[config.mk]
export PLATFORM = sky130hd
export DESIGN_NAME = instr_control_sequencer
export DESIGN_NICKNAME = d
export VERILOG_FILES = /design/src/rtl/instr_control_sequencer.sv
export SDC_FILE = /design/constraint.sdc
export NUM_CORES = 1
export LEC_CHECK = 0
export CAP_MARGIN = 20
export CORE_MARGIN = 2
export CORE_UTILIZATION = 37
export DETAILED_ROUTE_END_ITERATION = 8
export PLACE_DENSITY = 0.76
export SLEW_MARGIN = 0
export SYNTH_ARGS = -nofsm -noshare
export SYNTH_HDL_FRONTEND = slang
export SYNTH_SLANG_ARGS = --single-unit
export TNS_END_PERCENT = 5
[constraint.sdc]
create_clock -name clock -period 2 [get_ports clock]
set_input_delay 0.4 -clock clock [delete_from_list [all_inputs] [get_ports clock]]
set_output_delay 0.4 -clock clock [all_outputs]
set_load 0.05 [all_outputs]
[src/rtl/instr_control_sequencer.sv]
// -----------------------------------------------------------------------------
// instr_control_sequencer
//
// Hard-wired control unit for the CPU datapath. Every instruction is fetched
// in three cycles (T0..T2), then executed in a sequence that starts at T3 and
// depends on the opcode field of the latched instruction register. All
// datapath strobes are Moore outputs decoded from the state register and the
// IR fields.
//
// Ports
//   clock      : system clock, rising-edge active
//   clear      : asynchronous active-low reset
//   stop       : while high, the sequencer parks in IDLE instead of fetching
//   ir         : instruction register contents, valid from T3 onward
//   reg_out    : one-hot general-register bus drive (bit n = Rnout)
//   reg_in     : one-hot general-register load (bit n = Rnin)
//   pc_out, pc_in, mar_in, mdr_in, mdr_out, ir_in, read : fetch-path strobes
//   y_in, zlow_in, zhigh_in, zlow_out, zhigh_out, hi_in, lo_in : ALU-path strobes
//   alu_op     : ALU opcode
//   run        : high unless the processor has executed halt
//   illegal    : one-cycle pulse in T3 for an unsupported opcode
// -----------------------------------------------------------------------------
module instr_control_sequencer #(
    parameter int              IR_W      = 32,
    parameter int              OP_W      = 5,
    parameter logic [OP_W-1:0] PC_INC_OP = 5'b11111
) (
    input  logic            clock,
    input  logic            clear,
    input  logic            stop,
    input  logic [IR_W-1:0] ir,
    output logic [15:0]     reg_out,
    output logic [15:0]     reg_in,
    output logic            pc_out,
    output logic            pc_in,
    output logic            mar_in,
    output logic            mdr_in,
    output logic            mdr_out,
    output logic            ir_in,
    output logic            read,
    output logic            y_in,
    output logic            zlow_in,
    output logic            zhigh_in,
    output logic            zlow_out,
    output logic            zhigh_out,
    output logic            hi_in,
    output logic            lo_in,
    output logic [OP_W-1:0] alu_op,
    output logic            run,
    output logic            illegal
);

    // Opcode encodings.
    localparam logic [OP_W-1:0] OP_ALU_FIRST = 5'b00011;  // add
    localparam logic [OP_W-1:0] OP_ALU_LAST  = 5'b01011;  // shl
    localparam logic [OP_W-1:0] OP_MUL       = 5'b01111;
    localparam logic [OP_W-1:0] OP_DIV       = 5'b10000;
    localparam logic [OP_W-1:0] OP_NEG       = 5'b10001;
    localparam logic [OP_W-1:0] OP_NOT       = 5'b10010;
    localparam logic [OP_W-1:0] OP_NOP       = 5'b11010;
    localparam logic [OP_W-1:0] OP_HALT      = 5'b11011;

    localparam logic [15:0] REG_ONE = 16'h0001;

    typedef enum logic [3:0] {
        S_RESET,
        S_IDLE,
        S_T0,
        S_T1,
        S_T2,
        S_T3,
        S_T4,
        S_T5,
        S_T6,
        S_HALT
    } state_t;

    // Execute-sequence families; members of a family share one strobe pattern.
    typedef enum logic [2:0] {
        CL_ALU3,
        CL_UNARY,
        CL_MULDIV,
        CL_NOP,
        CL_HALT,
        CL_ILLEGAL
    } op_class_t;

    state_t    state;
    state_t    next_state;
    state_t    fetch_entry;
    op_class_t op_class;

    // IR fields. Only the opcode and three register selectors are used;
    // the low bits (immediates for future instructions) are ignored.
    logic [OP_W-1:0] op;
    logic [3:0]      ra;
    logic [3:0]      rb;
    logic [3:0]      rc;
    logic            unused_ir_bits;

    assign op             = ir[IR_W-1 -: OP_W];
    assign ra             = ir[IR_W-OP_W-1 -: 4];
    assign rb             = ir[IR_W-OP_W-5 -: 4];
    assign rc             = ir[IR_W-OP_W-9 -: 4];
    assign unused_ir_bits = ^ir[IR_W-OP_W-13:0];

    function automatic op_class_t classify(input logic [OP_W-1:0] opcode);
        if (opcode >= OP_ALU_FIRST && opcode <= OP_ALU_LAST) begin
            return CL_ALU3;
        end
        unique case (opcode)
            OP_NEG, OP_NOT: return CL_UNARY;
            OP_MUL, OP_DIV: return CL_MULDIV;
            OP_NOP:         return CL_NOP;
            OP_HALT:        return CL_HALT;
            default:        return CL_ILLEGAL;
        endcase
    endfunction

    assign op_class = classify(op);

    // Every path back to fetch checks stop, so a raised stop parks the
    // sequencer between instructions and never inside one.
    assign fetch_entry = stop ? S_IDLE : S_T0;

    // -------------------------------------------------------------------------
    // State register
    // -------------------------------------------------------------------------
    always_ff @(posedge clock or negedge clear) begin
        if (!clear) begin
            state <= S_RESET;
        end else begin
            // NOTE: sequential state uses non-blocking assignment so every
            // flop samples pre-edge values regardless of block ordering.
            state <= next_state;
        end
    end

    // -------------------------------------------------------------------------
    // Next-state logic
    // -------------------------------------------------------------------------
    always_comb begin
        // NOTE: the default assignment first means any branch that omits
        // next_state holds the current value instead of inferring a latch.
        next_state = state;
        unique case (state)
            S_RESET: next_state = fetch_entry;
            S_IDLE:  next_state = stop ? S_IDLE : S_T0;
            S_T0:    next_state = S_T1;
            S_T1:    next_state = S_T2;
            S_T2:    next_state = S_T3;
            S_T3: begin
                unique case (op_class)
                    CL_ALU3, CL_UNARY, CL_MULDIV: next_state = S_T4;
                    CL_HALT:                      next_state = S_HALT;
                    default:                      next_state = fetch_entry;
                endcase
            end
            S_T4:    next_state = (op_class == CL_UNARY) ? fetch_entry : S_T5;
            S_T5:    next_state = (op_class == CL_MULDIV) ? S_T6 : fetch_entry;
            S_T6:    next_state = fetch_entry;
            S_HALT:  next_state = S_HALT;
            default: next_state = S_RESET;
        endcase
    end

    // -------------------------------------------------------------------------
    // Output decode (Moore: state register plus latched IR fields)
    // -------------------------------------------------------------------------
    always_comb begin
        reg_out   = '0;
        reg_in    = '0;
        pc_out    = 1'b0;
        pc_in     = 1'b0;
        mar_in    = 1'b0;
        mdr_in    = 1'b0;
        mdr_out   = 1'b0;
        ir_in     = 1'b0;
        read      = 1'b0;
        y_in      = 1'b0;
        zlow_in   = 1'b0;
        zhigh_in  = 1'b0;
        zlow_out  = 1'b0;
        zhigh_out = 1'b0;
        hi_in     = 1'b0;
        lo_in     = 1'b0;
        alu_op    = '0;
        run       = 1'b1;
        illegal   = 1'b0;

        unique case (state)
            // PC onto the bus, into MAR, and PC+1 into Z.
            S_T0: begin
                pc_out  = 1'b1;
                mar_in  = 1'b1;
                alu_op  = PC_INC_OP;
                zlow_in = 1'b1;
            end
            // Incremented PC back into PC while memory is read into MDR.
            S_T1: begin
                zlow_out = 1'b1;
                pc_in    = 1'b1;
                read     = 1'b1;
                mdr_in   = 1'b1;
            end
            S_T2: begin
                mdr_out = 1'b1;
                ir_in   = 1'b1;
            end
            S_T3: begin
                unique case (op_class)
                    CL_ALU3: begin
                        reg_out = REG_ONE << rb;
                        y_in    = 1'b1;
                    end
                    CL_UNARY: begin
                        reg_out = REG_ONE << rb;
                        alu_op  = op;
                        zlow_in = 1'b1;
                    end
                    CL_MULDIV: begin
                        reg_out = REG_ONE << ra;
                        y_in    = 1'b1;
                    end
                    CL_ILLEGAL: illegal = 1'b1;
                    default: ;  // nop and halt drive nothing in T3
                endcase
            end
            S_T4: begin
                unique case (op_class)
                    CL_ALU3: begin
                        reg_out = REG_ONE << rc;
                        alu_op  = op;
                        zlow_in = 1'b1;
                    end
                    CL_UNARY: begin
                        zlow_out = 1'b1;
                        reg_in   = REG_ONE << ra;
                    end
                    CL_MULDIV: begin
                        reg_out  = REG_ONE << rb;
                        alu_op   = op;
                        zlow_in  = 1'b1;
                        zhigh_in = 1'b1;
                    end
                    default: ;
                endcase
            end
            S_T5: begin
                unique case (op_class)
                    CL_ALU3: begin
                        zlow_out = 1'b1;
                        reg_in   = REG_ONE << ra;
                    end
                    CL_MULDIV: begin
                        zlow_out = 1'b1;
                        lo_in    = 1'b1;
                    end
                    default: ;
                endcase
            end
            S_T6: begin
                zhigh_out = 1'b1;
                hi_in     = 1'b1;
            end
            S_HALT:  run = 1'b0;
            default: ;  // RESET and IDLE drive nothing
        endcase
    end

endmodule

==> results of run 1 <==
[synth_stat cells, types with 3 or more instances]
library cell / number
sky130_fd_sc_hd__and2_1: 3
sky130_fd_sc_hd__nand3_1: 11
sky130_fd_sc_hd__buf_6: 3
sky130_fd_sc_hd__nand2b_1: 11
sky130_fd_sc_hd__o21ai_0: 23
sky130_fd_sc_hd__inv_1: 9
sky130_fd_sc_hd__nor3b_1: 4
sky130_fd_sc_hd__o2111ai_1: 3
sky130_fd_sc_hd__nor3_1: 20
sky130_fd_sc_hd__nor4_1: 20
sky130_fd_sc_hd__clkbuf_1: 16
sky130_fd_sc_hd__buf_2: 5
sky130_fd_sc_hd__a31oi_1: 4
sky130_fd_sc_hd__a32oi_1: 4
sky130_fd_sc_hd__nand4_1: 13
sky130_fd_sc_hd__or4_1: 25
sky130_fd_sc_hd__nor4b_1: 5
sky130_fd_sc_hd__nor2b_1: 3
sky130_fd_sc_hd__or2_2: 6
sky130_fd_sc_hd__a21oi_1: 7
sky130_fd_sc_hd__nand2_1: 10
sky130_fd_sc_hd__buf_4: 10
sky130_fd_sc_hd__dfrtp_1: 4
sky130_fd_sc_hd__nor2_1: 12
sky130_fd_sc_hd__o211ai_1: 3
[cell families after synthesis]
kind of cell	Yosys count	share of synthesized area
AOI/OAI and AO/OA	60	0.228
xor gates and xnor gates	2	0.00998
buffers and inverters	43	0.130
DFF	4	0.0570
and+or+nand+nor	157	0.575
[stage by stage]
stage / util / setup TNS [ns] / hold WS, ns / instances
2_1_floorplan: - / -20.13 / 0.104 / 266
3_3_place_gp: 0.836 / -32.52 / 0.612 / 453
3_5_place_dp: 0.836 / -34.34 / 0.614 / 453
4_1_cts: 0.961 / -15.58 / 0.382 / 469
[repair_timing]
item,CTS
gates resized for setup,107
cloned,4
setup endpoints to repair,52
buffers inserted,9
pin swaps,45
hold endpoints to repair,0
==> results.cfg, run 1 <==
[outcome]
outcome = aborted with a tool error
flow.stopped_at = 5_1_grt
flow.first_error = [ERROR DPL-0038] Utilization greater than 100%, impossible to legalize

[yosys]
count_of_unique_library_cells_instantiated_by_yosys = 52
synth_sequential_area_ratio = 0.0570
syn-mean-instance-area_sq_um = 6.60
synth.net_count = 301
synthArstFlopShare = 1.00
yosysTopAreaCell = sky130_fd_sc_hd__or4_1
yosysTopAreaCellShare = 0.107
postSynthRegisterBits = 4
count_of_flip_flops_with_a_built_in_enable_after_synthesis = 0
postSynth.topFlopCell = sky130_fd_sc_hd__dfrtp_1
post_synth_main_area_contributors = sky130_fd_sc_hd__or4_1 (11%), sky130_fd_sc_hd__nor4_1 (7.1%), sky130_fd_sc_hd__o21ai_0 (6.6%), sky130_fd_sc_hd__dfrtp_1 (5.7%), sky130_fd_sc_hd__nor3_1 (5.7%)
ys_warn_count = 0
syn_area_sq_mm = 0.00176
synthesis.instances = 266

[clock_network]
total_of_hold_buffers_inserted_after_clock_tree_synthesis = 0
max-clock-path-buffers = 2
tritoncts_num_sinks = 4
cts_buffers = 3
cts_max_level = 1
clk_root_buffer_cell = sky130_fd_sc_hd__clkbuf_8

[place]
placement.io_buffers = 72
pre_cts_slack_ns = -0.864
gpl.final_weighted_congestion = 0.968
placed_cell_area_sq_mm = 0.00390
place_hpwl_mm = 6.60

[die]
floorplan.io_pins = 88
num_rows = 25
die-width_microns = 72.9
initial_utilization = 0.377
die_h_microns = 72.9

[timing]
repair-timing-grt-worst-ep = reg_out[6]
timing.worst_endpoint.kind = top-level output

[global_routing]
grt_start_max_net_pins = 19
==> inputs of run 2 (changes only) <==
--- a/config.mk
+++ b/config.mk
@@ -7,9 +7,9 @@
 export LEC_CHECK = 0
 export CAP_MARGIN = 20
 export CORE_MARGIN = 2
-export CORE_UTILIZATION = 37
+export CORE_UTILIZATION = 30
 export DETAILED_ROUTE_END_ITERATION = 8
-export PLACE_DENSITY = 0.76
+export PLACE_DENSITY_LB_ADDON = 0.15
 export SLEW_MARGIN = 0
 export SYNTH_ARGS = -nofsm -noshare
 export SYNTH_HDL_FRONTEND = slang
==> constraint.sdc (replaced) <==
create_clock -name clock -period 2.6 [get_ports clock]
set_input_delay 0.52 -clock clock [delete_from_list [all_inputs] [get_ports clock]]
set_output_delay 0.52 -clock clock [all_outputs]
set_load 0.05 [all_outputs]
==> results.cfg, run 2 <==
[outcome]
outcome = finished, violations left
violated_checks = negative setup slack

[clock_network]
max-clock-path-buffers = 2
total_of_hold_buffers_inserted_after_clock_tree_synthesis = 0
cts_max_level = 1
cts_buffers = 3
clock_insertion_delay_worst_skew_ns = 0.22
clkTransAtPathRegs_ns = 0.03
tritoncts = yes
tritoncts_num_sinks = 4
clk_root_buffer_cell = sky130_fd_sc_hd__clkbuf_8

[yosys]
synthesis.instances = 266
cell_with_the_most_instances_after_synthesis = sky130_fd_sc_hd__or4_1
postSynth.topFlopCell = sky130_fd_sc_hd__dfrtp_1
yosysTopAreaCell = sky130_fd_sc_hd__or4_1
postSynthRegisterBits = 4
syn_area_sq_mm = 0.00176
count_of_flip_flops_with_a_built_in_enable_after_synthesis = 0
ys_warn_count = 0
yosysTopAreaCellShare = 0.107
cell_types_with_the_highest_counts_after_synthesis = sky130_fd_sc_hd__or4_1 (25), sky130_fd_sc_hd__o21ai_0 (23), sky130_fd_sc_hd__nor3_1 (20), sky130_fd_sc_hd__nor4_1 (20), sky130_fd_sc_hd__clkbuf_1 (16)
synthArstFlopShare = 1.00
post_synth_main_area_contributors = sky130_fd_sc_hd__or4_1 (11%), sky130_fd_sc_hd__nor4_1 (7.1%), sky130_fd_sc_hd__o21ai_0 (6.6%), sky130_fd_sc_hd__dfrtp_1 (5.7%), sky130_fd_sc_hd__nor3_1 (5.7%)
count_of_unique_library_cells_instantiated_by_yosys = 52
synth.net_count = 301
syn-mean-instance-area_sq_um = 6.60
synth_sequential_area_ratio = 0.0570

[finish]
fin_nets = 439
mostFrequentLayoutCells = sky130_fd_sc_hd__buf_4 (105), sky130_fd_sc_hd__buf_12 (36), sky130_fd_sc_hd__nor3_1 (19)
largest_register_ff_count = 4
final_layout_size_suffix_gt1_frac = 0.572
final_common_cell = sky130_fd_sc_hd__buf_4
nFillCells = 456
area_delta_synth_final_pct = 125
postLayoutCellArea_sq_mm = 0.00395
top_register = state
insertedDiodeCount = 0
reg.largest.list = state x4
final-instance-count-excl-fill = 474

[global_routing]
grt_pass1_wl_mm = 12.6
grt_overflow_total = 0
antenna_found_initial = 0
grt.total_usage = 0.242
vias_in_the_first_global_route = 2613
grt_start_max_net_pins = 19

[die]
floorplan.io_pins = 88
die_h_microns = 80.5
core_area_sq_mm = 0.00557
num_rows = 27
initial_utilization = 0.315
dieArea_sq_mm = 0.00648
die-width_microns = 80.5

[place]
place_hpwl_mm = 5.82
placement.io_buffers = 72
gpl.final_weighted_congestion = 0.951
placed_cell_area_sq_mm = 0.00346
dpl.cell_count = 463

[worst_setup_path]
cp_slowest_stage_delay_ns = 0.37
critPathLaunchType = flip-flop
r2r_cells = 5
worst-endpoint-required_ns = 2.08
worst_setup_path_end_kind = output pin
crit_path_max_fanout = 15
path_cells = buf_4, nand4bb_4, buf_6, buf_4, nor3_1, a32oi_1, nand3_4, buf_12
cp_data_arrival_time_ns = 2.13
setup.worst_path.class = flip-flop to output pin
slowest_stage = sky130_fd_sc_hd__dfrtp_1
worst_path_most_repeated_cell = sky130_fd_sc_hd__buf_4
setup.reg_to_reg.worst_slack_ns = 0.98

[routing]
vias = 2783
final_antenna_violating_net_count = 0
drtPass1Iterations = 6
drt_drc_violations_left = 0
per_cell_via_count_in_the_routed_design = 5.87
post_drt_wl_per_cell_microns = 16.7
detail_route.iter0.violations = 297
finalWirelength_mm = 7.91

[timing]
worst_rel_slew_slack = 0.710
ratio_of_final_minimum_period_to_clock_period = 1.02
worst_pin_slew_ns = 0.435
rsz0062_at_grt = yes
finalHoldWorstSlack_ns = 0.501
final.setup.worst_slack_ns = -0.0508
fmax_mhz = 377
period_needed_ns = 2.65
finalMaxSlewViolations = 0
timing.final.setup_violations = 15
finalHoldViolations = 0
skew_ns = 0.00251

[flow_run]
cap_viol_max_count = 0

[power]
vdd_drop_max_uv = 643
p_per_area_mw_per_mm2 = 602
leakage_nw = 1.55

[hold_path]
timing.hold.worst.class = primary input to asynchronous set/reset pin
run 2: cell counts after synthesis:
No cell type changed its count.
run 2: path summary, 6_finish.rpt:
path,from,to
min in group clock,state[3]$_DFF_PN0_,state[2]$_DFF_PN0_
worst max-delay path,state[3]$_DFF_PN0_,reg_out[15]
worst max register to register,state[2]$_DFF_PN0_,state[3]$_DFF_PN0_
worst min-delay path,clear,state[1]$_DFF_PN0_
max in group asynchronous,clear,state[3]$_DFF_PN0_
worst min register to register,state[3]$_DFF_PN0_,state[2]$_DFF_PN0_
run 2: cell families (layout without fill, tap and decap cells):
logic type | after synthesis | in the layout | synth area share
flops | 4 | 4 | 0.0570
buf+inv | 43 | 179 | 0.130
compound gates | 60 | 60 | 0.228
xor+xnor | 2 | 2 | 0.00998
simple gates | 157 | 157 | 0.575
run 2: per-layer routing:
layer  wire [microns]  global-route usage  up-vias  part of all wire
met5                0                   0        -                 0
met4              144              0.0492        0             0.018
met3              571              0.0315       28             0.072
met2             3810               0.423      144              0.48
met1             3380               0.318     1296              0.43
li1                 -                   -     1315                 -
run 2: final cells by class:
cell class,count,area (sq um),area share
Sequential cell,4,100,0.0253
Inverter,9,33.8,0.00854
Tap cell,72,90.1,0.0228
Timing Repair Buffer,167,1810,0.459
Clock buffer,3,41.3,0.0104
Multi-Input combinational cell,219,1880,0.474
run 2: where the power goes:
part	switching (mW)	total [mW]	internal [mW]	leakage, nW
clock network	0.0301	0.129	0.0985	0.0216
logic	1.16	2.13	0.970	1.48
registers	0.0292	0.118	0.0885	0.0491
run 2: timing repair:
item,CTS,global route
endpoints found under the setup margin,42,25
cloned,4,0
endpoints found under the hold margin,0,0
pin swaps,26,8
gates resized for setup,91,22
buffers inserted,4,0
run 2: critical path: cells and delay by family, from the launching register on:
family / cells / cell delay, ns
and+or+nand+nor: 3 / 0.70
buffers and inverters: 4 / 0.66
DFF: 1 / 0.37
AOI/OAI and AO/OA: 1 / 0.18
run 2: metrics by stage:
step                setup slack (ns)   util  TNS, ns  power [mW]
floorplan                     -0.648      -   -12.30        1.18
detailed placement            -0.573  0.620   -18.68        2.14
CTS                          -0.0684  0.694   -0.340        2.36
global route                  -0.102  0.709    -1.18        2.51
global placement              -0.542  0.620   -18.91        2.11
finish                       -0.0508  0.709   -0.333        2.38
Note: power is estimated with default switching activity, not from simulation.
==> inputs of run 3 (changes only) <==
--- a/config.mk
+++ b/config.mk
@@ -5,11 +5,11 @@
 export SDC_FILE = /design/constraint.sdc
 export NUM_CORES = 1
 export LEC_CHECK = 0
-export CAP_MARGIN = 20
+export ABC_AREA = 1
 export CORE_MARGIN = 2
 export CORE_UTILIZATION = 30
 export DETAILED_ROUTE_END_ITERATION = 8
-export PLACE_DENSITY_LB_ADDON = 0.15
+export PLACE_DENSITY = 0.74
 export SLEW_MARGIN = 0
 export SYNTH_ARGS = -nofsm -noshare
 export SYNTH_HDL_FRONTEND = slang
==> results.cfg, run 3 <==
[finish]
seq_area_sq_um = 100
nFillCells = 502
insertedDiodeCount = 0
footprint_of_the_multi_input_gates_sq_mm = 0.00136
final_layout_size_suffix_gt1_frac = 0.383
reg.largest.list = state x4
largest_register_ff_count = 4
mostFrequentLayoutCells = sky130_fd_sc_hd__nand2_1 (81), sky130_fd_sc_hd__buf_4 (57), sky130_fd_sc_hd__buf_12 (39)
area_delta_synth_final_pct = 91.8
fin_nets = 460
final_common_cell = sky130_fd_sc_hd__nand2_1
top_register = state

[clock_network]
max-clock-path-buffers = 2
tritoncts = yes
tritoncts_num_sinks = 4
clk_root_buffer_cell = sky130_fd_sc_hd__clkbuf_8
cts_max_level = 1
total_of_hold_buffers_inserted_after_clock_tree_synthesis = 0
clkTransAtPathRegs_ns = 0.03
cts_buffers = 3
clock_insertion_delay_worst_skew_ns = 0.23

[worst_setup_path]
slowest_stage = sky130_fd_sc_hd__clkdlybuf4s50_1
worst_path_most_repeated_cell = sky130_fd_sc_hd__nand2_1
cp_slowest_stage_delay_ns = 0.52
setup.worst_path.class = primary input to output pin
crit_family = buffers and inverters
cp_data_arrival_time_ns = 2.00
crit_path_max_fanout = 6
worst_setup_path_startpoint = ir[26]
critPathLaunchType = primary input
critical_path.n_buffers_inverters = 3
worst-endpoint-required_ns = 2.08
path_cells = clkdlybuf4s50_1, nor4_2, buf_4, nand2_1, nand2_1, nand2_1, nand3_1, buf_6
r2r_start = state[0]$_DFF_PN0_
worst_setup_path_end_kind = output pin

[global_routing]
grt.total_usage = 0.199
grt_overflow_total = 0
antenna_found_initial = 0
grt_start_max_net_pins = 17
vias_in_the_first_global_route = 2220
grt_pass1_wl_mm = 10.0

[yosys]
post_synth_main_area_contributors = sky130_fd_sc_hd__nand2_1 (18%), sky130_fd_sc_hd__nor2_1 (9.4%), sky130_fd_sc_hd__nand3_1 (8.3%), sky130_fd_sc_hd__inv_1 (8.0%), sky130_fd_sc_hd__nand4_1 (7.4%)
synthArstFlopShare = 1.00
synth.net_count = 352
count_of_flip_flops_with_a_built_in_enable_after_synthesis = 0
syn-mean-instance-area_sq_um = 5.31
yosysTopAreaCellShare = 0.181
synthesis.instances = 317
postSynth.topFlopCell = sky130_fd_sc_hd__dfrtp_1
count_of_unique_library_cells_instantiated_by_yosys = 31
ys_warn_count = 0
synth_sequential_area_ratio = 0.0594
postSynthRegisterBits = 4
cell_with_the_most_instances_after_synthesis = sky130_fd_sc_hd__nand2_1
yosysTopAreaCell = sky130_fd_sc_hd__nand2_1
cell_types_with_the_highest_counts_after_synthesis = sky130_fd_sc_hd__nand2_1 (81), sky130_fd_sc_hd__nor2_1 (42), sky130_fd_sc_hd__inv_1 (36), sky130_fd_sc_hd__nand3_1 (28), sky130_fd_sc_hd__nand4_1 (20)
syn_area_sq_mm = 0.00168

[die]
num_rows = 27
initial_utilization = 0.308
die-width_microns = 78.9
core_area_sq_mm = 0.00547
floorplan.io_pins = 88
die_h_microns = 78.9
dieArea_sq_mm = 0.00623

[routing]
detail_route.iter0.violations = 235
vias = 2445
post_drt_wl_per_cell_microns = 12.6
route.met3.wl_microns = 346
finalWirelength_mm = 6.24
drtPass1Iterations = 4
top_routing_layer_in_use = met4
per_cell_via_count_in_the_routed_design = 4.94
drt_drc_violations_left = 0
dr_wl_met2_mm = 3.01
route.layer.met1.wl_mm = 2.80
final_antenna_violating_net_count = 0

[flow_run]
cap_viol_max_count = 0

[power]
vdd_drop_max_uv = 424
p_per_area_mw_per_mm2 = 427
totalPowerFinal_mw = 1.38
leakage_nw = 1.54

[timing]
period_needed_ns = 2.52
finalHoldViolations = 0
fmax_mhz = 397
finalMaxSlewViolations = 0
worst_pin_slew_ns = 0.492
worst_rel_slew_slack = 0.671
rsz0062_at_grt = yes
skew_ns = 0.00555
ratio_of_final_minimum_period_to_clock_period = 0.969
timing.setup.tns_ns = 0
timing.final.setup_violations = 0

[outcome]
outcome = completed

[place]
placement.io_buffers = 72
gpl.final_weighted_congestion = 0.938
place_hpwl_mm = 5.02

[hold_path]
timing.hold.worst.class = primary input to asynchronous set/reset pin
## run 3: cell count changes after synthesis, moves of 13 or more
cell / previous run / this run
sky130_fd_sc_hd__clkbuf_1: 16 / 2
sky130_fd_sc_hd__nand2_1: 10 / 81
sky130_fd_sc_hd__nand3_1: 11 / 28
sky130_fd_sc_hd__nor2_1: 12 / 42
sky130_fd_sc_hd__o21ai_0: 23 / 6
sky130_fd_sc_hd__o21ai_1: 0 / 13
sky130_fd_sc_hd__or4_1: 25 / 0
sky130_fd_sc_hd__inv_1: 9 / 36
## run 3: area by class of cell
type	instances	area share
Multi-Input combinational cell	251	0.421
Clock buffer	3	0.0128
Timing Repair Buffer	121	0.455
Inverter	44	0.0531
Sequential cell	4	0.0310
Tap cell	72	0.0279
## run 3: timing repair
item | in CTS | in global routing
gates resized for setup | 21 | 18
buffers inserted | 1 | 0
pin swaps | 3 | 0
setup endpoints to repair | 41 | 17
## run 3: power by group
group / leakage, nW / switching (mW) / internal, mW
Sequential: 0.0507 / 0.0418 / 0.0869
Combinational: 1.47 / 0.732 / 0.379
Clock: 0.0216 / 0.0387 / 0.0992
## run 3: worst paths after layout
check,to,slack [ns],depth (start not counted)
min in group clock,state[0]$_DFF_PN0_,0.71,3
max reg2reg,state[1]$_DFF_PN0_,0.96,7
max in group asynchronous,state[3]$_DFF_PN0_,1.95,1
min,state[2]$_DFF_PN0_,0.49,1
max,reg_out[2],0.08,8
min reg2reg,state[0]$_DFF_PN0_,0.71,3
## run 3: cell families (layout without fill, tap and decap cells)
logic type	Yosys count	in the layout	synth area share
buffers and inverters	62	168	0.199
AND/OR/NAND/NOR	216	216	0.621
flip-flops	4	4	0.0594
AO/OA/AOI/OAI	35	35	0.120
## run 3: per-layer routing
layer / vias up / track usage
met4: 0 / 0.0569
met5: - / 0
met3: 7 / 0.0295
li1: 1256 / -
met1: 1109 / 0.260
met2: 73 / 0.341
## run 3: stage by stage
step                      setup WS, ns  hold slack (ns)  instance area [sq um]  cells  utilization
after floorplan                -0.0253            0.224                   1700    317            -
final                           0.0803            0.487                   3230    495        0.590
after CTS                       0.0125            0.488                   3160    495        0.578
after global placement          -0.122            0.679                   3070    491        0.560
after detailed placement        -0.154            0.684                   3070    491        0.560
after global routing           -0.0324            0.504                   3230    495        0.590
